<file path="src/rtl/fetch_queue_if.sv">
// ---------------------------------------------------------------------------
// fetch_queue_if
// Handshake bundle between the fetch queue, instruction memory and decode.
//   imem request  : o_imem_valid / o_imem_addr / i_imem_ready
//   imem response : i_imem_rvalid / i_imem_rdata (in request order)
//   redirect      : i_redirect / i_redirect_pc
//   decode        : o_instr_valid / o_instr / o_pc / o_pc_plus4 / i_instr_ready
// master = fetch queue side, slave = memory/decode/controller side.
// ---------------------------------------------------------------------------
interface fetch_queue_if #(
    parameter int unsigned XLEN = 32
);
    logic            o_imem_valid;
    logic [XLEN-1:0] o_imem_addr;
    logic            i_imem_ready;
    logic            i_imem_rvalid;
    logic [XLEN-1:0] i_imem_rdata;
    logic            i_redirect;
    logic [XLEN-1:0] i_redirect_pc;
    logic            o_instr_valid;
    logic [XLEN-1:0] o_instr;
    logic [XLEN-1:0] o_pc;
    logic [XLEN-1:0] o_pc_plus4;
    logic            i_instr_ready;

    modport master (
        output o_imem_valid, o_imem_addr,
        input  i_imem_ready, i_imem_rvalid, i_imem_rdata,
        input  i_redirect, i_redirect_pc,
        output o_instr_valid, o_instr, o_pc, o_pc_plus4,
        input  i_instr_ready
    );

    modport slave (
        input  o_imem_valid, o_imem_addr,
        output i_imem_ready, i_imem_rvalid, i_imem_rdata,
        output i_redirect, i_redirect_pc,
        input  o_instr_valid, o_instr, o_pc, o_pc_plus4,
        output i_instr_ready
    );
endinterface

</file>
<file path="src/rtl/fetch_queue.sv">
// ---------------------------------------------------------------------------
// fetch_queue
// Instruction fetch front-end: issues in-order word fetches, buffers returned
// instructions with their PCs in a DEPTH-entry queue, presents the head to
// decode, and flushes on redirect while discarding stale in-flight responses.
// Ports:
//   i_clk  : clock, rising edge
//   i_rst  : asynchronous active-high reset
//   bus    : fetch_queue_if.master (imem request/response, redirect, decode)
// ---------------------------------------------------------------------------
module fetch_queue #(
    parameter int unsigned XLEN     = 32,
    parameter int unsigned DEPTH    = 2,
    parameter logic [31:0] RESET_PC = 32'h0000_0000
) (
    input  logic          i_clk,
    input  logic          i_rst,
    fetch_queue_if.master bus
);

    localparam int unsigned PTR_W = (DEPTH > 1) ? $clog2(DEPTH) : 1;
    localparam int unsigned CNT_W = $clog2(DEPTH) + 1;
    localparam int unsigned SUM_W = CNT_W + 2;

    logic [XLEN-1:0]  fetch_pc_q, fetch_pc_d;
    logic [XLEN-1:0]  resp_pc_q, resp_pc_d;
    logic [PTR_W-1:0] rd_ptr_q, rd_ptr_d;
    logic [PTR_W-1:0] wr_ptr_q, wr_ptr_d;
    logic [CNT_W-1:0] count_q, count_d;
    logic [CNT_W-1:0] outst_q, outst_d;
    logic [CNT_W-1:0] discard_q, discard_d;

    logic [XLEN-1:0]  instr_mem_q [DEPTH];
    logic [XLEN-1:0]  pc_mem_q    [DEPTH];

    logic [SUM_W-1:0] credits_c;
    logic [XLEN-1:0]  redirect_pc_c;
    logic             issue_c;
    logic             accept_c;
    logic             drop_c;
    logic             push_c;
    logic             pop_c;

    // Handshake decode; a request only issues while every queue slot is
    // reserved for at most one buffered, live or stale instruction.
    always_comb begin
        credits_c     = SUM_W'(count_q) + SUM_W'(outst_q) + SUM_W'(discard_q);
        redirect_pc_c = bus.i_redirect_pc & ~XLEN'(3);
        issue_c       = !i_rst && !bus.i_redirect && (credits_c < SUM_W'(DEPTH));
        accept_c      = issue_c && bus.i_imem_ready;
        drop_c        = bus.i_imem_rvalid && (discard_q != '0);
        push_c        = bus.i_imem_rvalid && (discard_q == '0) && !bus.i_redirect;
        pop_c         = (count_q != '0) && bus.i_instr_ready && !bus.i_redirect;
    end

    // Next-state: redirect overrides issue, push and pop.
    always_comb begin
        fetch_pc_d = fetch_pc_q;
        resp_pc_d  = resp_pc_q;
        rd_ptr_d   = rd_ptr_q;
        wr_ptr_d   = wr_ptr_q;
        count_d    = count_q;
        outst_d    = outst_q;
        discard_d  = discard_q;

        if (bus.i_redirect) begin
            fetch_pc_d = redirect_pc_c;
            resp_pc_d  = redirect_pc_c;
            rd_ptr_d   = '0;
            wr_ptr_d   = '0;
            count_d    = '0;
            outst_d    = '0;
            // Live requests become stale; a response landing now is dropped
            // and retires one of them.
            discard_d  = discard_q + outst_q - CNT_W'(bus.i_imem_rvalid);
        end else begin
            if (accept_c) begin
                fetch_pc_d = fetch_pc_q + XLEN'(4);
            end
            if (push_c) begin
                resp_pc_d = resp_pc_q + XLEN'(4);
                wr_ptr_d  = wr_ptr_q + PTR_W'(1);
            end
            if (pop_c) begin
                rd_ptr_d = rd_ptr_q + PTR_W'(1);
            end
            outst_d   = outst_q + CNT_W'(accept_c) - CNT_W'(push_c);
            discard_d = discard_q - CNT_W'(drop_c);
            count_d   = count_q + CNT_W'(push_c) - CNT_W'(pop_c);
        end
    end

    // Control state.
    always_ff @(posedge i_clk or posedge i_rst) begin
        if (i_rst) begin
            fetch_pc_q <= XLEN'(RESET_PC);
            resp_pc_q  <= XLEN'(RESET_PC);
            rd_ptr_q   <= '0;
            wr_ptr_q   <= '0;
            count_q    <= '0;
            outst_q    <= '0;
            discard_q  <= '0;
        end else begin
            fetch_pc_q <= fetch_pc_d;
            resp_pc_q  <= resp_pc_d;
            rd_ptr_q   <= rd_ptr_d;
            wr_ptr_q   <= wr_ptr_d;
            count_q    <= count_d;
            outst_q    <= outst_d;
            discard_q  <= discard_d;
        end
    end

    // Queue storage; contents are qualified by count, so no reset is needed.
    always_ff @(posedge i_clk) begin
        if (push_c) begin
            instr_mem_q[wr_ptr_q] <= bus.i_imem_rdata;
            pc_mem_q[wr_ptr_q]    <= resp_pc_q;
        end
    end

    // Outputs: request driven from fetch_pc, decode side from the head entry.
    assign bus.o_imem_valid  = issue_c;
    assign bus.o_imem_addr   = fetch_pc_q;
    assign bus.o_instr_valid = (count_q != '0);
    assign bus.o_instr       = instr_mem_q[rd_ptr_q];
    assign bus.o_pc          = pc_mem_q[rd_ptr_q];
    assign bus.o_pc_plus4    = pc_mem_q[rd_ptr_q] + XLEN'(4);

endmodule

</file>
<file path="src/flat_wrapper.sv">
// flat-port wrapper written by rule: the top's interface ports become plain ports
module fetch_queue_flat 
#(
    parameter int unsigned XLEN     = 32,
    parameter int unsigned DEPTH    = 2,
    parameter logic [31:0] RESET_PC = 32'h0000_0000
)
  (i_clk, i_rst, bus_o_imem_valid, bus_o_imem_addr, bus_i_imem_ready, bus_i_imem_rvalid, bus_i_imem_rdata, bus_i_redirect, bus_i_redirect_pc, bus_o_instr_valid, bus_o_instr, bus_o_pc, bus_o_pc_plus4, bus_i_instr_ready);
  fetch_queue_if #(.XLEN(XLEN)) bus_i ();
  input  logic i_clk;
  input  logic i_rst;
  output wire logic [$bits(bus_i.o_imem_valid)-1:0] bus_o_imem_valid;
  output wire logic [$bits(bus_i.o_imem_addr)-1:0] bus_o_imem_addr;
  input wire logic [$bits(bus_i.i_imem_ready)-1:0] bus_i_imem_ready;
  input wire logic [$bits(bus_i.i_imem_rvalid)-1:0] bus_i_imem_rvalid;
  input wire logic [$bits(bus_i.i_imem_rdata)-1:0] bus_i_imem_rdata;
  input wire logic [$bits(bus_i.i_redirect)-1:0] bus_i_redirect;
  input wire logic [$bits(bus_i.i_redirect_pc)-1:0] bus_i_redirect_pc;
  output wire logic [$bits(bus_i.o_instr_valid)-1:0] bus_o_instr_valid;
  output wire logic [$bits(bus_i.o_instr)-1:0] bus_o_instr;
  output wire logic [$bits(bus_i.o_pc)-1:0] bus_o_pc;
  output wire logic [$bits(bus_i.o_pc_plus4)-1:0] bus_o_pc_plus4;
  input wire logic [$bits(bus_i.i_instr_ready)-1:0] bus_i_instr_ready;
  assign bus_o_imem_valid = bus_i.o_imem_valid;
  assign bus_o_imem_addr = bus_i.o_imem_addr;
  assign bus_i.i_imem_ready = bus_i_imem_ready;
  assign bus_i.i_imem_rvalid = bus_i_imem_rvalid;
  assign bus_i.i_imem_rdata = bus_i_imem_rdata;
  assign bus_i.i_redirect = bus_i_redirect;
  assign bus_i.i_redirect_pc = bus_i_redirect_pc;
  assign bus_o_instr_valid = bus_i.o_instr_valid;
  assign bus_o_instr = bus_i.o_instr;
  assign bus_o_pc = bus_i.o_pc;
  assign bus_o_pc_plus4 = bus_i.o_pc_plus4;
  assign bus_i.i_instr_ready = bus_i_instr_ready;
  fetch_queue #(.XLEN(XLEN), .DEPTH(DEPTH), .RESET_PC(RESET_PC)) u_core (.i_clk(i_clk), .i_rst(i_rst), .bus(bus_i));
endmodule
</file>
<file path="config.mk">
export PLATFORM = sky130hd
export DESIGN_NAME = fetch_queue_flat
export DESIGN_NICKNAME = d
export VERILOG_FILES = /design/src/rtl/fetch_queue_if.sv /design/src/rtl/fetch_queue.sv /design/src/flat_wrapper.sv
export SDC_FILE = /design/constraint.sdc
export NUM_CORES = 1
export LEC_CHECK = 0
export BUFFER_PORTS_ARGS = -buffer_cell sky130_fd_sc_hd__buf_2
export CAP_MARGIN = 10
export CORE_ASPECT_RATIO = 0.75
export CORE_MARGIN = 2
export CORE_UTILIZATION = 45
export CTS_CLUSTER_DIAMETER = 80
export DETAILED_ROUTE_END_ITERATION = 7
export GPL_ROUTABILITY_DRIVEN = 0
export HOLD_SLACK_MARGIN = 0.05
export PLACE_DENSITY = 0.68
export SYNTH_ARGS = -nofsm -noshare
export SYNTH_HDL_FRONTEND = slang
export SYNTH_SLANG_ARGS = --single-unit
</file>
<file path="constraint.sdc">
create_clock -name i_clk -period 7.9 [get_ports i_clk]
set_input_delay 1.58 -clock i_clk [delete_from_list [all_inputs] [get_ports i_clk]]
set_output_delay 1.58 -clock i_clk [all_outputs]
set_load 0.01 [all_outputs]
</file>
==> flow_summary.json, run 1 <==
{
  "status": "finished, final reports clean",
  "synthMuxAreaShare_pct": 9.94,
  "critPathArrivalTime_ns": 3.60,
  "netSwitchingPower_mw": 0.772,
  "dieArea_mm2": 0.0219,
  "final_util_pct": 54.6,
  "ir_drop_v": 0.000158,
  "die_y_um": 129,
  "area_growth_pct": 18.8,
  "yosysUniqueCellTypes": 57,
  "p_leak_nw": 4.35,
  "finClkSkew_ns": 0.0110,
  "rsz0062_at_grt": "no",
  "fin_crit_sh_pct": 65.6,
  "synth_top_family_by_area": "simple AND/OR/NAND/NOR gates",
  "synth_edf_count": 124,
  "cts_root_buf": "clkbuf_16",
  "start_util_pct": 45.9,
  "crit_chain": "nand4_1 -> a21oi_1 -> nand4_1 -> nor3b_1 -> xnor2_1 -> buf_2",
  "switching_share_pct": 29.1,
  "clock_latency_ns": 0.43,
  "end_kind": "output port",
  "drv_cap": 0,
  "yosys.area_share.simple_pct": 14.8,
  "first_global_vias": 6252,
  "cts-resized-gates": 0,
  "io_pins": 200,
  "routed_wl_um": 21300,
  "max_stage_delay_ns": 1.11,
  "synth_xor_area_share_pct": 6.77,
  "postSynthCellCount": 749,
  "core_area_mm2": 0.0203,
  "cp.required_ns": 6.32,
  "setup_violations": 0,
  "antenna_found_initial": 0,
  "startpoint_type": "flip-flop",
  "vias": 6597,
  "slew_headroom_pct": 27.7,
  "ys_seq_elements": 192,
  "combPwrFrac_pct": 21.3,
  "grt_start_max_net_pins": 87,
  "wire_per_inst_um": 17.7,
  "synth_async_sr_flop_share_pct": 35.4,
  "critPathKind": "flip-flop to output port",
  "ys_warn_count": 0,
  "fin_crit_ns": 5.18,
  "cts_hold_buf": 0,
  "worst-slew-pin-transition_ns": 1.08,
  "cts_tree": "done",
  "ant_nets": 0,
  "layout_common_cells": "buf_2 (191), edfxtp_1 (124), mux2_2 (68)",
  "p_per_area_mw_per_mm2": 239,
  "synth-compound-area-share_pct": 5.12,
  "timing.hold.ws_ns": 0.503,
  "firstDrtPassIters": 5,
  "io_buffer_count": 191,
  "synth_area_per_cell_um2": 12.4,
  "clk_path_buf_depth": 2,
  "tns_ns": 0,
  "clkPwrFrac_pct": 30.9,
  "num_rows": 45,
  "p_int_mw": 1.88,
  "diodes": 0,
  "cts.sinks": 192,
  "max_freq_mhz": 193,
  "synthesis.area_mm2": 0.00931,
  "final_nets": 1021,
  "die_w_um": 170,
  "synthAdderAreaFrac_pct": 2.04,
  "grt_pass1_wl_um": 33400,
  "cts_setup_buffers": 0,
  "drt_iter0_markers": 618,
  "clk_pin_slew_ns": 0.07,
  "hold_violations": 0,
  "post-dp-hpwl_um": 15000,
  "slowest_stage": "dfrtp_4",
  "pwr-share-seq_pct": 47.8,
  "grt_usage_pct": 19.9,
  "final_common_cell": "buf_2",
  "viasPerCell": 5.46,
  "numCtsBuffers": 17,
  "htreeDepth": 4,
  "ys_seq_area_share_pct": 58.3,
  "grt_remaining_overflow": 0,
  "ys.flop_type": "edfxtp_1",
  "critPathMaxFanout": 86,
  "maxSlewViolCount": 0,
  "min_path_type": "flip-flop to flip-flop",
  "crit_top_cell": "nand4_1",
  "drc": 0,
  "layout-drive-gt1-share_pct": 32.3
}
-- per-stage QoR --
step	instance area, µm²	power, mW	worst slack, ns	instances
CTS	11100	2.68	2.75	1208
detailed placement	10500	1.86	3.24	1176
finish	11100	2.65	2.72	1208
global route	11100	2.79	2.44	1208
global placement	10500	1.84	3.26	1176
floorplan	9330	1.64	0.965	754
-- critical path: cells and delay by family, from the launching register on --
kind / cells / cell delay (ns)
and+or+nand+nor: 3 / 1.02
xor gates and xnor gates: 1 / 0.17
buffers and inverters: 1 / 0.16
AOI/OAI and AO/OA: 1 / 0.67
DFF: 1 / 1.11
-- synth_stat cells, types with 2 or more instances --
library cell  count  share of area, %
and3_1           16               1.1
o31a_1            6              0.56
dfrtp_1          68                18
buf_4             6              0.48
o21a_1            6              0.48
ha_1             12               1.6
buf_1             6              0.24
and4_1            9              0.85
edfxtp_1        124                40
a211oi_1          3              0.24
nand2b_1          6              0.40
nand4_1          27               1.8
a21o_1            2              0.16
nand4b_1          5              0.47
clkbuf_1         17              0.69
fa_1              2              0.43
mux2i_1          16               1.7
nand3_1          28               1.5
xor2_1           33               3.1
mux2_2           68               8.2
nor3b_1           4              0.32
xnor2_1          39               3.7
or3_1             3              0.20
or4_4             2              0.24
o21bai_1          2              0.16
nor2_1           27               1.1
a21boi_0          4              0.32
nand3b_1          3              0.24
o311ai_0          3              0.28
nor3_1           21               1.1
inv_1            30               1.2
o31ai_1           2              0.16
nor4b_1           2              0.19
nor2b_1           5              0.34
or4_1             6              0.48
a21oi_1          14              0.75
a31oi_1           8              0.54
buf_2             6              0.32
and2_1            7              0.47
nand2_1          55               2.2
nor4_1           16               1.1
o211ai_1          3              0.24
o21ai_0          13              0.70
-- per-layer routing --
metal / wire (µm) / up-vias / part of all wire (%) / GRT usage [%]
met4: 245 / 0 / 1.1 / 5.43
met1: 10100 / 3237 / 47 / 28.6
li1: - / 3139 / - / -
met3: 1130 / 16 / 5.3 / 3.88
met5: 0 / - / 0 / 0
met2: 9840 / 205 / 46 / 31.1
-- final cells by class --
class                           count  area [µm²]
Tap cell                          258         323
Inverter                           30         113
Timing Repair Buffer              200        1020
Fill cell                        1769        9200
Clock buffer                       23         473
Clock inverter                      9        80.1
Sequential cell                   192        5430
Multi-Input combinational cell    496        3630
-- power by group through the flow --
| stage | Clock (mW) | Sequential, mW | Combinational [mW] |
|---|---|---|---|
| after detailed placement | 0 | 1.29 | 0.566 |
| after floorplan | 0 | 1.25 | 0.387 |
| after global placement | 0 | 1.29 | 0.559 |
| final | 0.818 | 1.27 | 0.564 |
| after CTS | 0.838 | 1.27 | 0.569 |
| after global routing | 0.881 | 1.28 | 0.626 |
-- sequential cells by signal (all words and copies together), names as in the netlist --
register / count
u_core.discard_q: 2
u_core.instr_mem_q: 64
u_core.pc_mem_q: 60
u_core.rd_ptr_q: 1
u_core.resp_pc_q: 30
u_core.wr_ptr_q: 1
u_core.count_q: 2
u_core.outst_q: 2
u_core.bus.o_imem_addr: 30
-- logic make-up after synthesis --
family          after synthesis
buf+inv                      66
flops                       192
fa+ha+maj                    14
other cells                   1
xor+xnor                     72
mux                          84
compound gates               72
simple gates                248
-- final timing paths --
check | cells after the start | startpoint | end | slack (ns)
max | 6 | u_core.rd_ptr_q | bus_o_pc_plus4[25] | 2.72
min | 0 | u_core.resp_pc_q[31] | u_core.pc_mem_q[1][31] | 0.50
max in group asynchronous | 3 | i_rst | u_core.rd_ptr_q | 5.76
min reg2reg | 0 | u_core.resp_pc_q[31] | u_core.pc_mem_q[1][31] | 0.50
min in group asynchronous | 3 | i_rst | u_core.bus.o_imem_addr[23] | 1.46
max reg2reg | 9 | u_core.count_q[0] | u_core.bus.o_imem_addr[22] | 4.21
Note: power is estimated with default switching activity, not from simulation.
==> run 2, diff against run 1 <==
ABC_AREA = 1   (was unset)
PLACE_DENSITY = 0.7   (was 0.68)
clock period = 4.4 ns   (was 7.9 ns; I/O delays follow)
==> flow_summary.json, run 2 <==
{
  "status": "finished, final reports clean",
  "cts_setup_buffers": 0,
  "fin_crit_sh_pct": 90.5,
  "layout-drive-gt1-share_pct": 20.2,
  "crit_start": "u_core.rd_ptr_q",
  "ir_drop_v": 0.000287,
  "setup_violations": 0,
  "final_nets": 1505,
  "io_buffer_count": 191,
  "synth_area_per_cell_um2": 8.32,
  "num-fill-cells": 2010,
  "cts_root_buf": "clkbuf_16",
  "num_rows": 47,
  "rr_startpoint": "u_core.outst_q[0]",
  "pwr-share-seq_pct": 43.4,
  "max_freq_mhz": 251,
  "drv_cap": 0,
  "cts.sinks": 192,
  "p_int_mw": 3.56,
  "dieArea_mm2": 0.0240,
  "numCtsBuffers": 17,
  "critPathMaxFanout": 63,
  "io_pins": 200,
  "core_area_mm2": 0.0222,
  "layout_common_cells": "nand2_1 (510), buf_2 (191), edfxtp_1 (124)",
  "netSwitchingPower_mw": 2.12,
  "rr_endpoint": "u_core.bus.o_imem_addr[5]",
  "p_per_area_mw_per_mm2": 469,
  "tns_ns": 0,
  "routed_wl_um": 25500,
  "synthesis.area_mm2": 0.0103,
  "drt_iter0_markers": 654,
  "firstDrtPassIters": 7,
  "synth_area_leader_cell": "edfxtp_1",
  "maxSlewViolCount": 0,
  "hold_violations": 0,
  "largest_reg_flops": 64,
  "reg2regPathDepth": 11,
  "combPwrFrac_pct": 28.0,
  "switching_share_pct": 37.3,
  "timing.hold.ws_ns": 0.556,
  "final_common_cell": "nand2_1",
  "yosysMostFrequentCell": "nand2_1",
  "cp.required_ns": 3.52,
  "diodes": 0,
  "top_register": "u_core.instr_mem_q",
  "critPathKind": "flip-flop to output port",
  "first_global_vias": 7753,
  "largestRegisters": "u_core.instr_mem_q x64, u_core.pc_mem_q x60",
  "postSynthCellCount": 1234,
  "cts_hold_buf": 0,
  "ys_seq_elements": 192,
  "htreeDepth": 4,
  "vias": 8747,
  "startpoint_type": "flip-flop",
  "grt_remaining_overflow": 0,
  "wire_per_inst_um": 14.8,
  "rrSetupSlack_ns": 1.08,
  "synth_top_area_share_pct": 36.3,
  "area_growth_pct": 18.0,
  "crit_end": "bus_o_pc_plus4[18]",
  "min_path_type": "flip-flop to flip-flop",
  "worst-slew-pin-transition_ns": 0.890,
  "die_w_um": 178,
  "synth_common_cells": "nand2_1 (510), edfxtp_1 (124), nor2_1 (122)",
  "rsz0062_at_grt": "no",
  "synthTopCellsByArea": "edfxtp_1 (36%), nand2_1 (19%), dfrtp_1 (17%)",
  "antenna_found_initial": 0,
  "clkPwrFrac_pct": 28.5,
  "ys.flop_type": "edfxtp_1",
  "clock_latency_ns": 0.44,
  "finClkSkew_ns": 0.0112,
  "synth_async_sr_flop_share_pct": 35.4,
  "grt_start_max_net_pins": 69,
  "synth_edf_count": 124,
  "viasPerCell": 5.06,
  "drc": 0,
  "yosysUniqueCellTypes": 41,
  "regArea_mm2": 0.00543,
  "end_kind": "output port",
  "post-dp-hpwl_um": 18400,
  "cts-resized-gates": 0,
  "slew_headroom_pct": 40.7,
  "ys_seq_area_share_pct": 52.8,
  "p_leak_nw": 5.43,
  "fin_crit_ns": 3.98,
  "grt_usage_pct": 21.5,
  "multi_input_area_mm2": 0.00429,
  "grt_pass1_wl_um": 40200,
  "critPathArrivalTime_ns": 3.10,
  "ant_nets": 0,
  "cts_tree": "done",
  "clk_path_buf_depth": 2,
  "start_util_pct": 46.2,
  "clk_pin_slew_ns": 0.08,
  "die_y_um": 135,
  "ys_warn_count": 0
}
run 2: cell types whose count changed after synthesis, sizes merged, moves of 21 or more:
cell	delta
nand4	-21
nor2	+113
nand2	+478
xnor2	-24
mux2	-68
nand3	+53
inv	+66
run 2: worst min path at each step:
stage,start,to,slack [ns],cells past startpoint
after floorplan,u_core.resp_pc_q[31],u_core.pc_mem_q[0][31],0.46,0
after global placement,u_core.bus.o_imem_addr[31],u_core.bus.o_imem_addr[31],0.53,2
after detailed placement,u_core.bus.o_imem_addr[31],u_core.bus.o_imem_addr[31],0.54,2
after CTS,u_core.bus.o_imem_addr[31],u_core.bus.o_imem_addr[31],0.56,2
after global routing,u_core.resp_pc_q[31],u_core.pc_mem_q[1][31],0.58,0
final,u_core.bus.o_imem_addr[31],u_core.bus.o_imem_addr[31],0.56,2
run 2: per-stage QoR:
step | setup slack [ns] | power, mW | instance area, µm² | util, % | cells
after detailed placement | 0.851 | 4.09 | 11500 | 51.6 | 1696
after floorplan | 0.00862 | 3.50 | 10300 | - | 1239
after global placement | 0.885 | 4.05 | 11500 | 51.6 | 1696
after global routing | 0.162 | 6.03 | 12100 | 54.5 | 1728
final | 0.420 | 5.68 | 12100 | 54.5 | 1728
after CTS | 0.384 | 5.71 | 12100 | 54.5 | 1728
run 2: per-layer routing:
layer / GRT usage (%) / up-vias / share of wire, %
li1: - / 4333 / -
met1: 32.9 / 3970 / 46
met2: 31.9 / 419 / 42
met3: 3.66 / 25 / 10
met4: 5.37 / 0 / 1.3
met5: 0 / - / 0
run 2: logic make-up (layout without fill, tap and decap cells):
family	after synthesis	count (layout)	synth area share [%]
AND/OR/NAND/NOR	794	794	32.6
AO/OA/AOI/OAI	63	63	3.75
flip-flops	192	192	52.8
adder cells (fa/ha/maj)	14	14	1.85
XOR/XNOR	38	38	3.24
buffers and inverters	132	327	5.70
other	1	6	0.0365
run 2: final cells by class:
class | instances | share of cell area, %
Timing Repair Buffer | 198 | 8.33
Tap cell | 294 | 3.04
Clock buffer | 17 | 3.51
Multi-Input combinational cell | 915 | 35.4
Sequential cell | 192 | 44.8
Clock inverter | 15 | 1.83
Inverter | 97 | 3.08
run 2: critical path, stage by stage (launching register included):
cell,delay [ns]
dfrtp_2,0.81
inv_8,0.30
o21ai_2,0.31
ha_1,0.29
inv_1,0.10
nor2_2,0.25
nand2_1,0.15
nor2_1,0.16
xor2_1,0.15
buf_2,0.14
run 2: power by group through the flow:
stage | clock (mW) | combinational [mW] | sequential (mW)
floorplan | 0 | 1.08 | 2.42
global placement | 0 | 1.56 | 2.49
detailed placement | 0 | 1.60 | 2.49
CTS | 1.64 | 1.60 | 2.46
global route | 1.72 | 1.80 | 2.51
finish | 1.62 | 1.59 | 2.47
